===== src/rtl/acsi_pkg.sv =====
// Shared definitions for the ACSI initiator: state encodings, bus idle levels
// and timing helpers.
package acsi_pkg;

  typedef logic [3:0] acsi_state_t;

  localparam logic [3:0] ST_IDLE         = 4'd0;
  localparam logic [3:0] ST_CMD_FETCH    = 4'd1;
  localparam logic [3:0] ST_CMD_SETUP    = 4'd2;
  localparam logic [3:0] ST_CMD_STROBE   = 4'd3;
  localparam logic [3:0] ST_CMD_RECOVER  = 4'd4;
  localparam logic [3:0] ST_WAIT_IRQ     = 4'd5;
  localparam logic [3:0] ST_DATA_WAIT    = 4'd6;
  localparam logic [3:0] ST_DATA_FETCH   = 4'd7;
  localparam logic [3:0] ST_DATA_SETUP   = 4'd8;
  localparam logic [3:0] ST_DATA_STROBE  = 4'd9;
  localparam logic [3:0] ST_DATA_RECOVER = 4'd10;
  localparam logic [3:0] ST_RD_HOLD      = 4'd11;
  localparam logic [3:0] ST_STAT_WAIT    = 4'd12;
  localparam logic [3:0] ST_STAT_STROBE  = 4'd13;
  localparam logic [3:0] ST_FINISH       = 4'd14;

  localparam logic CS_IDLE  = 1'b1;
  localparam logic ACK_IDLE = 1'b1;
  localparam logic RW_IDLE  = 1'b1;
  localparam logic A1_IDLE  = 1'b1;

  localparam logic [7:0] STATUS_TIMEOUT = 8'hFF;

  // The shared counter runs N-1 down to 0, so a phase of N clocks loads N-1.
  function automatic logic [23:0] load_value(input int unsigned cycles);
    if (cycles == 0) return 24'd0;
    return 24'(cycles - 1);
  endfunction

endpackage


===== src/rtl/acsi_sync.sv =====
// Multi-flop synchronizer for the asynchronous active-low target request lines.
module acsi_sync
  import acsi_pkg::*;
#(
  parameter int unsigned STAGES    = 2,
  parameter logic        RESET_VAL = 1'b1
) (
  input  logic clock,
  input  logic reset,
  input  logic async_in,
  output logic sync_out
);

  logic [STAGES-1:0] stage_reg;
  logic [STAGES-1:0] stage_next;

  assign stage_next = {stage_reg[STAGES-2:0], async_in};
  assign sync_out   = stage_reg[STAGES-1];

  always_ff @(posedge clock) begin
    if (reset) begin
      stage_reg <= {STAGES{RESET_VAL}};
    end else begin
      stage_reg <= stage_next;
    end
  end

endmodule


===== src/rtl/acsi_initiator.sv =====
// ACSI bus master emulating the Atari DMA chip: command block, optional
// DRQ/ACK data phase and status read, fed from valid/ready host streams.
module acsi_initiator
  import acsi_pkg::*;
#(
  parameter int unsigned SETUP_CYCLES    = 2,
  parameter int unsigned STROBE_CYCLES   = 4,
  parameter int unsigned RECOVERY_CYCLES = 4,
  parameter int unsigned TIMEOUT_CYCLES  = 1000000
) (
  input  logic        clock,
  input  logic        reset,
  input  logic        start,
  input  logic [3:0]  cmd_len,
  input  logic [15:0] xfer_count,
  input  logic        xfer_read,
  input  logic [7:0]  cmd_data,
  input  logic        cmd_valid,
  output logic        cmd_ready,
  input  logic [7:0]  wr_data,
  input  logic        wr_valid,
  output logic        wr_ready,
  output logic [7:0]  rd_data,
  output logic        rd_valid,
  input  logic        rd_ready,
  output logic        busy,
  output logic        done,
  output logic [7:0]  status,
  output logic        timeout,
  output logic [7:0]  acsi_data_out,
  input  logic [7:0]  acsi_data_in,
  output logic        acsi_data_oe,
  output logic        acsi_cs_n,
  output logic        acsi_a1,
  output logic        acsi_rw,
  output logic        acsi_ack_n,
  input  logic        acsi_irq_n,
  input  logic        acsi_drq_n
);

  localparam logic [23:0] SETUP_LOAD    = load_value(SETUP_CYCLES);
  localparam logic [23:0] STROBE_LOAD   = load_value(STROBE_CYCLES);
  localparam logic [23:0] RECOVERY_LOAD = load_value(RECOVERY_CYCLES);
  localparam logic [23:0] TIMEOUT_LOAD  = load_value(TIMEOUT_CYCLES);

  acsi_state_t state_reg, state_next;
  logic [23:0] cnt_reg, cnt_next;
  logic [3:0]  idx_reg, idx_next;
  logic [3:0]  len_reg, len_next;
  logic [15:0] remain_reg, remain_next;
  logic        dir_read_reg, dir_read_next;
  logic [7:0]  dout_reg, dout_next;
  logic        oe_reg, oe_next;
  logic        cs_n_reg, cs_n_next;
  logic        ack_n_reg, ack_n_next;
  logic        a1_reg, a1_next;
  logic        rw_reg, rw_next;
  logic [7:0]  rd_data_reg, rd_data_next;
  logic        rd_valid_reg, rd_valid_next;
  logic [7:0]  status_reg, status_next;
  logic        timeout_reg, timeout_next;
  logic        busy_reg, busy_next;

  logic irq_sync_n, drq_sync_n;
  logic irq_active, drq_active;
  logic cnt_zero;
  logic [23:0] cnt_dec;
  logic to_status, abort, go_finish;

  acsi_sync #(.STAGES(2), .RESET_VAL(1'b1)) u_irq_sync (
    .clock    (clock),
    .reset    (reset),
    .async_in (acsi_irq_n),
    .sync_out (irq_sync_n)
  );

  acsi_sync #(.STAGES(2), .RESET_VAL(1'b1)) u_drq_sync (
    .clock    (clock),
    .reset    (reset),
    .async_in (acsi_drq_n),
    .sync_out (drq_sync_n)
  );

  assign irq_active = ~irq_sync_n;
  assign drq_active = ~drq_sync_n;
  assign cnt_zero   = (cnt_reg == 24'd0);
  assign cnt_dec    = cnt_reg - 24'd1;

  always_comb begin
    state_next    = state_reg;
    cnt_next      = cnt_reg;
    idx_next      = idx_reg;
    len_next      = len_reg;
    remain_next   = remain_reg;
    dir_read_next = dir_read_reg;
    dout_next     = dout_reg;
    oe_next       = oe_reg;
    cs_n_next     = cs_n_reg;
    ack_n_next    = ack_n_reg;
    a1_next       = a1_reg;
    rw_next       = rw_reg;
    rd_data_next  = rd_data_reg;
    rd_valid_next = rd_valid_reg;
    status_next   = status_reg;
    timeout_next  = timeout_reg;
    busy_next     = busy_reg;
    to_status     = 1'b0;
    abort         = 1'b0;
    go_finish     = 1'b0;

    case (state_reg)
      ST_IDLE: begin
        if (start && (cmd_len != 4'd0)) begin
          len_next      = cmd_len;
          remain_next   = xfer_count;
          dir_read_next = xfer_read;
          busy_next     = 1'b1;
          timeout_next  = 1'b0;
          idx_next      = 4'd0;
          state_next    = ST_CMD_FETCH;
        end
      end

      ST_CMD_FETCH: begin
        if (cmd_valid) begin
          dout_next  = cmd_data;
          oe_next    = 1'b1;
          rw_next    = 1'b0;
          a1_next    = (idx_reg != 4'd0);
          cnt_next   = SETUP_LOAD;
          state_next = ST_CMD_SETUP;
        end
      end

      ST_CMD_SETUP: begin
        if (cnt_zero) begin
          cs_n_next  = 1'b0;
          cnt_next   = STROBE_LOAD;
          state_next = ST_CMD_STROBE;
        end else begin
          cnt_next = cnt_dec;
        end
      end

      ST_CMD_STROBE: begin
        if (cnt_zero) begin
          cs_n_next  = CS_IDLE;
          cnt_next   = RECOVERY_LOAD;
          state_next = ST_CMD_RECOVER;
        end else begin
          cnt_next = cnt_dec;
        end
      end

      ST_CMD_RECOVER: begin
        if (cnt_zero) begin
          oe_next  = 1'b0;
          a1_next  = A1_IDLE;
          cnt_next = TIMEOUT_LOAD;
          if ((idx_reg + 4'd1) < len_reg) begin
            state_next = ST_WAIT_IRQ;
          end else if (remain_reg != 16'd0) begin
            rw_next    = dir_read_reg;
            state_next = ST_DATA_WAIT;
          end else begin
            to_status = 1'b1;
          end
        end else begin
          cnt_next = cnt_dec;
        end
      end

      ST_WAIT_IRQ: begin
        if (irq_active) begin
          idx_next   = idx_reg + 4'd1;
          state_next = ST_CMD_FETCH;
        end else if (cnt_zero) begin
          abort = 1'b1;
        end else begin
          cnt_next = cnt_dec;
        end
      end

      ST_DATA_WAIT: begin
        if (drq_active) begin
          cnt_next   = SETUP_LOAD;
          state_next = dir_read_reg ? ST_DATA_SETUP : ST_DATA_FETCH;
        end else if (cnt_zero) begin
          abort = 1'b1;
        end else begin
          cnt_next = cnt_dec;
        end
      end

      ST_DATA_FETCH: begin
        if (wr_valid) begin
          dout_next  = wr_data;
          oe_next    = 1'b1;
          cnt_next   = SETUP_LOAD;
          state_next = ST_DATA_SETUP;
        end
      end

      ST_DATA_SETUP: begin
        if (cnt_zero) begin
          ack_n_next = 1'b0;
          cnt_next   = STROBE_LOAD;
          state_next = ST_DATA_STROBE;
        end else begin
          cnt_next = cnt_dec;
        end
      end

      ST_DATA_STROBE: begin
        if (cnt_zero) begin
          ack_n_next = ACK_IDLE;
          if (dir_read_reg) rd_data_next = acsi_data_in;
          cnt_next   = RECOVERY_LOAD;
          state_next = ST_DATA_RECOVER;
        end else begin
          cnt_next = cnt_dec;
        end
      end

      ST_DATA_RECOVER: begin
        if (cnt_zero) begin
          remain_next = remain_reg - 16'd1;
          oe_next     = 1'b0;
          if (dir_read_reg) begin
            rd_valid_next = 1'b1;
            state_next    = ST_RD_HOLD;
          end else if (remain_reg == 16'd1) begin
            to_status = 1'b1;
          end else begin
            cnt_next   = TIMEOUT_LOAD;
            state_next = ST_DATA_WAIT;
          end
        end else begin
          cnt_next = cnt_dec;
        end
      end

      // DRQ is deliberately ignored here until the host drains the byte.
      ST_RD_HOLD: begin
        if (rd_ready) begin
          rd_valid_next = 1'b0;
          if (remain_reg == 16'd0) begin
            to_status = 1'b1;
          end else begin
            cnt_next   = TIMEOUT_LOAD;
            state_next = ST_DATA_WAIT;
          end
        end
      end

      ST_STAT_WAIT: begin
        if (irq_active) begin
          cs_n_next  = 1'b0;
          cnt_next   = STROBE_LOAD;
          state_next = ST_STAT_STROBE;
        end else if (cnt_zero) begin
          abort = 1'b1;
        end else begin
          cnt_next = cnt_dec;
        end
      end

      ST_STAT_STROBE: begin
        if (cnt_zero) begin
          status_next = acsi_data_in;
          go_finish   = 1'b1;
        end else begin
          cnt_next = cnt_dec;
        end
      end

      ST_FINISH: begin
        state_next = ST_IDLE;
      end

      default: begin
        state_next = ST_IDLE;
      end
    endcase

    // Direction lines settle while waiting for IRQ, well ahead of the status CS.
    if (to_status) begin
      rw_next    = 1'b1;
      a1_next    = 1'b1;
      oe_next    = 1'b0;
      cnt_next   = TIMEOUT_LOAD;
      state_next = ST_STAT_WAIT;
    end

    if (abort) begin
      timeout_next = 1'b1;
      status_next  = STATUS_TIMEOUT;
      go_finish    = 1'b1;
    end

    if (go_finish) begin
      cs_n_next     = CS_IDLE;
      ack_n_next    = ACK_IDLE;
      rw_next       = RW_IDLE;
      a1_next       = A1_IDLE;
      oe_next       = 1'b0;
      dout_next     = 8'h00;
      rd_valid_next = 1'b0;
      busy_next     = 1'b0;
      state_next    = ST_FINISH;
    end
  end

  always_ff @(posedge clock) begin
    if (reset) begin
      state_reg    <= ST_IDLE;
      cnt_reg      <= 24'd0;
      idx_reg      <= 4'd0;
      len_reg      <= 4'd0;
      remain_reg   <= 16'd0;
      dir_read_reg <= 1'b0;
      dout_reg     <= 8'h00;
      oe_reg       <= 1'b0;
      cs_n_reg     <= CS_IDLE;
      ack_n_reg    <= ACK_IDLE;
      a1_reg       <= A1_IDLE;
      rw_reg       <= RW_IDLE;
      rd_data_reg  <= 8'h00;
      rd_valid_reg <= 1'b0;
      status_reg   <= 8'h00;
      timeout_reg  <= 1'b0;
      busy_reg     <= 1'b0;
    end else begin
      state_reg    <= state_next;
      cnt_reg      <= cnt_next;
      idx_reg      <= idx_next;
      len_reg      <= len_next;
      remain_reg   <= remain_next;
      dir_read_reg <= dir_read_next;
      dout_reg     <= dout_next;
      oe_reg       <= oe_next;
      cs_n_reg     <= cs_n_next;
      ack_n_reg    <= ack_n_next;
      a1_reg       <= a1_next;
      rw_reg       <= rw_next;
      rd_data_reg  <= rd_data_next;
      rd_valid_reg <= rd_valid_next;
      status_reg   <= status_next;
      timeout_reg  <= timeout_next;
      busy_reg     <= busy_next;
    end
  end

  assign cmd_ready     = (state_reg == ST_CMD_FETCH);
  assign wr_ready      = (state_reg == ST_DATA_FETCH);
  assign done          = (state_reg == ST_FINISH);
  assign busy          = busy_reg;
  assign rd_data       = rd_data_reg;
  assign rd_valid      = rd_valid_reg;
  assign status        = status_reg;
  assign timeout       = timeout_reg;
  assign acsi_data_out = dout_reg;
  assign acsi_data_oe  = oe_reg;
  assign acsi_cs_n     = cs_n_reg;
  assign acsi_a1       = a1_reg;
  assign acsi_rw       = rw_reg;
  assign acsi_ack_n    = ack_n_reg;

endmodule


===== config.mk =====
export PLATFORM = sky130hd
export DESIGN_NAME = acsi_initiator
export DESIGN_NICKNAME = d
export VERILOG_FILES = /design/src/rtl/acsi_pkg.sv /design/src/rtl/acsi_sync.sv /design/src/rtl/acsi_initiator.sv
export SDC_FILE = /design/constraint.sdc
export NUM_CORES = 1
export LEC_CHECK = 0
export CORE_MARGIN = 4
export CORE_UTILIZATION = 54
export CTS_CLUSTER_DIAMETER = 30
export DETAILED_ROUTE_END_ITERATION = 8
export GPL_TIMING_DRIVEN = 0
export HOLD_SLACK_MARGIN = 0.03
export PLACE_DENSITY = 0.81
export SLEW_MARGIN = 10
export SYNTH_ARGS = -nofsm -noshare
export SYNTH_HDL_FRONTEND = slang
export SYNTH_SLANG_ARGS = --single-unit

===== constraint.sdc =====
create_clock -name clock -period 3.7 [get_ports clock]
set_input_delay 1.11 -clock clock [delete_from_list [all_inputs] [get_ports clock]]
set_output_delay 1.11 -clock clock [all_outputs]
set_load 0.05 [all_outputs]

; After elaboration in Yosys (flattened, before gate mapping)
; Cells that the tools add are included.
; W data, S select, Z words.
[totals]
register_bits = 89
output_inout_bits = 35
elab_cells = 218
input_bits = 53
[op_classes]
reduce_logical = 44
mux = 86
n_lt_le_gt_ge = 1
addsub = 3
bitwise = 1
eq_ne = 62
[op_table]
columns = op, count
row1 = $mux W24, 13
row2 = $pmux W24 S10, 1
row3 = $mux W4, 23
row4 = $ne A4 B4 Y1 const B, 14
row5 = $pmux W4 S14, 1
row6 = $mux W8, 5
row7 = $ne A2 B2 Y1 const B, 17
row8 = $reduce_and A17 Y1, 2
row9 = $mux W16, 2
row10 = $pmux W16 S2, 1
row11 = $mux W1, 29
row12 = $eq A4 B4 Y1 const B, 7
row13 = $logic_not A24 Y1, 1
row14 = $sub A24 B1 Y24 const B, 1
row15 = $ne A3 B3 Y1 const B, 7
row16 = $mux W20, 1
row17 = $reduce_bool A2 Y1, 10
row18 = $reduce_and A3 Y1, 6
row19 = $eq A16 B1 Y1 const B, 1
row20 = $eq A4 B3 Y1 const B, 4
row21 = $logic_not A16 Y1, 1
row22 = $pmux W8 S2, 1
row23 = $reduce_and A8 Y1, 2
row24 = $reduce_bool A16 Y1, 1
row25 = 25 further kinds, 46

; Longest topological paths before layout
[logic_depth]
ltp_word = 7
mapped_depth = 14
ltp_nobuf = 12

; Hierarchy
; From an unflattened synthesis, not the netlist that was laid out.
[hier_totals]
cells_unflattened = 655
hier_area_um2 = 5092.4
[by_module_without_submodules]
columns = module, area_each_um2, cells_each, instances, seq_area_each_um2
row1 = acsi_initiator, 4987.3, 647, 1, 1701.6
row2 = acsi_sync, 52.6, 4, 2, 40.0

; Worst setup path after synthesis
; No wires, ideal clock.
[synth_timing]
path_kind = register to register
from = register cnt_reg[0]
to = register cnt_reg[0]
slack_ns = 0.508
n_path_buf = 2
setup_ns = 0.131
t_required_ns = 3.569
synth_period_minus_slack_ns = 3.192
arrival_ns = 3.061
stages_incl_launch_ff = 15
cell_sequence = dfxtp_1 -> inv_1 -> ha_1 -> or4b_1 -> or2_1 -> buf_2 -> nor4_4 -> inv_2 -> buf_4 -> ha_1 -> nor3b_1 -> o21ai_0 -> a21oi_1 -> a41o_1 -> a31oi_1
[synth_between]
elab_chain_cells = 5
word_cells_on_any_way = 23
cone_classes = add/sub: 1 / eq/ne: 7 / mux: 12 / reduce/logical: 3
[synth_rtl]
columns = item, line_no
row1 = from (decl), acsi_initiator.sv:47  ; logic [23:0] cnt_reg, cnt_next;
row2 = from (signal assigned), acsi_initiator.sv:335  ; cnt_reg <= cnt_next;
row3 = $sub A24 B1 Y24 or $logic_not A24 Y1 (tied branches), "acsi_initiator.sv:87, acsi_initiator.sv:86"
row4 = $mux W24 (tied with other cells), n/a
row5 = $mux W24 (tied with other cells), acsi_initiator.sv:257  ; if (irq_active) begin
row6 = $pmux W24 S10 (tied with other cells), acsi_initiator.sv:111  ; case (state_reg)
row7 = $mux W20 or $reduce_and A8 Y1 (tied branches), n/a
; Several ways; a longest one is shown, not always the timed one. The select of a mux whose other input is x is not followed.
; A chain may end at the register's enable or synchronous reset.

; Worst setup path after layout
[layout_timing]
from = register state_reg[0]
to = output cmd_ready
[layout_between]
elab_chain_cells = 1
[layout_rtl]
columns = item, line_no
row1 = from (decl), acsi_initiator.sv:46  ; acsi_state_t state_reg, state_next;
row2 = from (signal assigned), acsi_initiator.sv:334  ; state_reg <= state_next;
row3 = $eq A4 B1 Y1, acsi_initiator.sv:354  ; assign cmd_ready = (state_reg == ST_CMD_FETCH);
row4 = to (decl), acsi_initiator.sv:19  ; output logic cmd_ready,
; Every way passes these cells.

==> impl_metrics.py <==
metrics = {
    "drt": {
        "via_per_inst": 6.35,
        "drc_errors": 0,
        "drtIter0Drc": 669,
        "wl_per_cell_um": 18.3,
        "antenna_left": 0,
        "dr.pass1.iters": 5,
        "drt_wl_total_mm": 16.7,
        "vias": 5807,
    },
    "global_routing": {
        "grt_max_degree": 18,
        "grt_pass1_wl_mm": 27.2,
        "grt_usage_pct": 29.2,
        "overflow": 0,
        "antenna_found_initial": 0,
        "grt_pass1_vias": 5447,
    },
    "synthesis": {
        "synth_edf_count": 0,
        "netlist_area_um2": 5260,
        "seq_area_frac_synth_pct": 33.9,
        "synth_cell_types": 78,
        "ys.flop_type": "dfxtp_1",
        "synth_nets": 746,
        "avgSynthCellArea_um2": 7.69,
        "async_reset_ff_share_pct": 0,
        "ys_ff_latch": 89,
        "syn_inst": 683,
        "yosysWarnings": 0,
    },
    "job": {
        "maxCapViolations": 0,
    },
    "finish": {
        "syn2layout_area_growth_pct": 24.1,
        "utilization_pct": 69.6,
        "largest_reg_flops": 24,
        "num_antenna_cells": 0,
        "nets": 844,
        "final_cell_count_no_fill": 915,
        "stdcell_area_um2": 6520,
        "layout_common_cells": "dfxtp_1, clkdlybuf4s50_1, nor2_1",
        "layout_commonest_cell": "dfxtp_1",
        "drive_above_1_share_pct": 7.12,
    },
    "critical_path": {
        "crit_type": "reg -> out",
        "cp_common_cell": "clkbuf_1",
        "cp.required_ps": 2590,
        "critPathCaptureType": "output port",
        "critPathArrivalTime_ps": 2500,
        "path_max_fanout": 10,
        "crit_chain": "clkbuf_1 > nor2b_2 > and2_0 > clkbuf_1 > dlygate4sd2_1",
        "crit_slowest_cell": "dlygate4sd2_1",
        "startpoint_type": "flip-flop",
        "cpPeakStageDelay_ps": 560,
    },
    "place": {
        "placed_cells": 898,
        "placed_area_um2": 6280,
        "dp_hpwl_mm": 11.9,
        "port_buffers": 86,
        "gp_congestion": 1.00,
    },
    "clock_tree": {
        "cts_root_buf": "clkbuf_8",
        "cts_buffer_depth": 2,
        "cts_tree": "yes",
        "numClockSinks": 89,
        "clkLatencyLatePin_ps": 380,
        "clkTransAtPathRegs_ps": 100,
        "cts_made_buffers": 9,
        "h-tree-depth": 3,
    },
    "outcome": {
        "status": "completed",
    },
    "floorplanning": {
        "die_height_um": 107,
        "ios": 88,
        "die-area_um2": 11400,
        "initial_core_util_pct": 56.1,
        "rows": 35,
        "die_x_um": 107,
        "fp.coreArea_um2": 9370,
    },
    "power_and_ir_drop": {
        "peakVddDrop_mv": 0.497,
        "leakagePower_nw": 2.50,
        "finalPower_mw": 6.29,
        "power_density_nw_per_um2": 965,
    },
    "timing": {
        "max_freq_mhz": 277,
        "slew_headroom_pct": 33.5,
        "fin_skew_ps": 14.2,
        "worstMarginPinSlew_ps": 988,
        "min_period_ps": 3610,
        "tns_ps": 0,
        "drv_slew": 0,
        "hold_viol_final": 0,
        "rsz0062_at_grt": "no",
        "post-route-period-util_pct": 97.7,
        "setup_viol": 0,
    },
    "worst_hold_path": {
        "hp-class": "reg -> reg",
    },
}
-- per-stage QoR --
stage,setup slack (ps),hold WS [ps]
3_5_place_dp,-399,394
3_3_place_gp,-389,397
4_1_cts,3.31,418
6_report,85.6,419
2_1_floorplan,508,389
5_1_grt,21.4,447
-- worst paths after layout --
path                                 from                       to  slack (ps)  depth (start not counted)
setup / recovery             state_reg[0]                cmd_ready          90                          5
hold / removal    u_irq_sync.stage_reg[0]  u_irq_sync.stage_reg[1]         420                          1
setup reg to reg               cnt_reg[0]             state_reg[1]         240                          9
hold reg to reg   u_irq_sync.stage_reg[0]  u_irq_sync.stage_reg[1]         420                          1
-- power breakdown --
part | internal (mW) | switching [mW]
registers | 1.18 | 0.209
logic | 1.55 | 2.61
clock network | 0.345 | 0.399
total | 3.07 | 3.22
-- timing repair --
action	CTS	global route
buffers inserted	3	0
pin swaps	1	0
setup endpoints to repair	4	29
hold buffers	0	0
resized for setup	4	7
-- cell families after synthesis --
family | after synthesis | share of synthesized area (%)
simple gates | 297 | 29.1
compound gates | 190 | 24.5
flops | 89 | 33.9
buf+inv | 71 | 5.40
xor+xnor | 13 | 2.17
mux | 12 | 2.29
fa+ha+maj | 11 | 2.57
-- critical path, delay by kind of cell (launching register included) --
kind	cells	cell delay (ps)
buffers and inverters	3	1120
flip-flops	1	400
AND/OR/NAND/NOR	2	580
-- routing by layer --
layer  wire length [um]  track usage (%)  part of all wire [%]  vias to the layer above
met1               6750             38.9                    40                     2719
met2               7900             46.9                    47                      323
met3               1650             6.50                   9.8                       48
li1                   -                -                     -                     2717
met4                416             10.0                   2.5                        0
met5                  0                0                     0                        -
-- synthesized netlist by cell type (8+ instances only) --
| cell type | count | area (um^2) |
|---|---|---|
| dfxtp_1 | 89 | 1780 |
| a311oi_1 | 11 | 96.3 |
| ha_1 | 10 | 125 |
| or4_1 | 8 | 60.1 |
| nor2_1 | 78 | 293 |
| mux2i_1 | 12 | 120 |
| xnor2_1 | 10 | 87.6 |
| o21ai_0 | 39 | 195 |
| nand2_1 | 75 | 282 |
| and2_1 | 8 | 50.1 |
| a211o_1 | 10 | 87.6 |
| nor3_1 | 32 | 160 |
| or3_1 | 11 | 68.8 |
| a211oi_1 | 14 | 105 |
| nand4_1 | 9 | 56.3 |
| clkbuf_1 | 42 | 158 |
| or2_2 | 8 | 50.1 |
| inv_1 | 18 | 67.6 |
| nand3_1 | 14 | 70.1 |
| a21oi_1 | 42 | 210 |
| nor4_1 | 10 | 62.6 |
| o22ai_1 | 11 | 68.8 |
-- layout make-up --
class,count,area [um^2]
inverter,20,75.1
clock inverter,6,81.3
timing repair buffer,89,876
sequential,89,1780
buffer,49,204
fill,814,2850
multi-input combinational,523,3200
clock buffer,10,138
tap,129,161
Power figures use the tool's default switching activity.
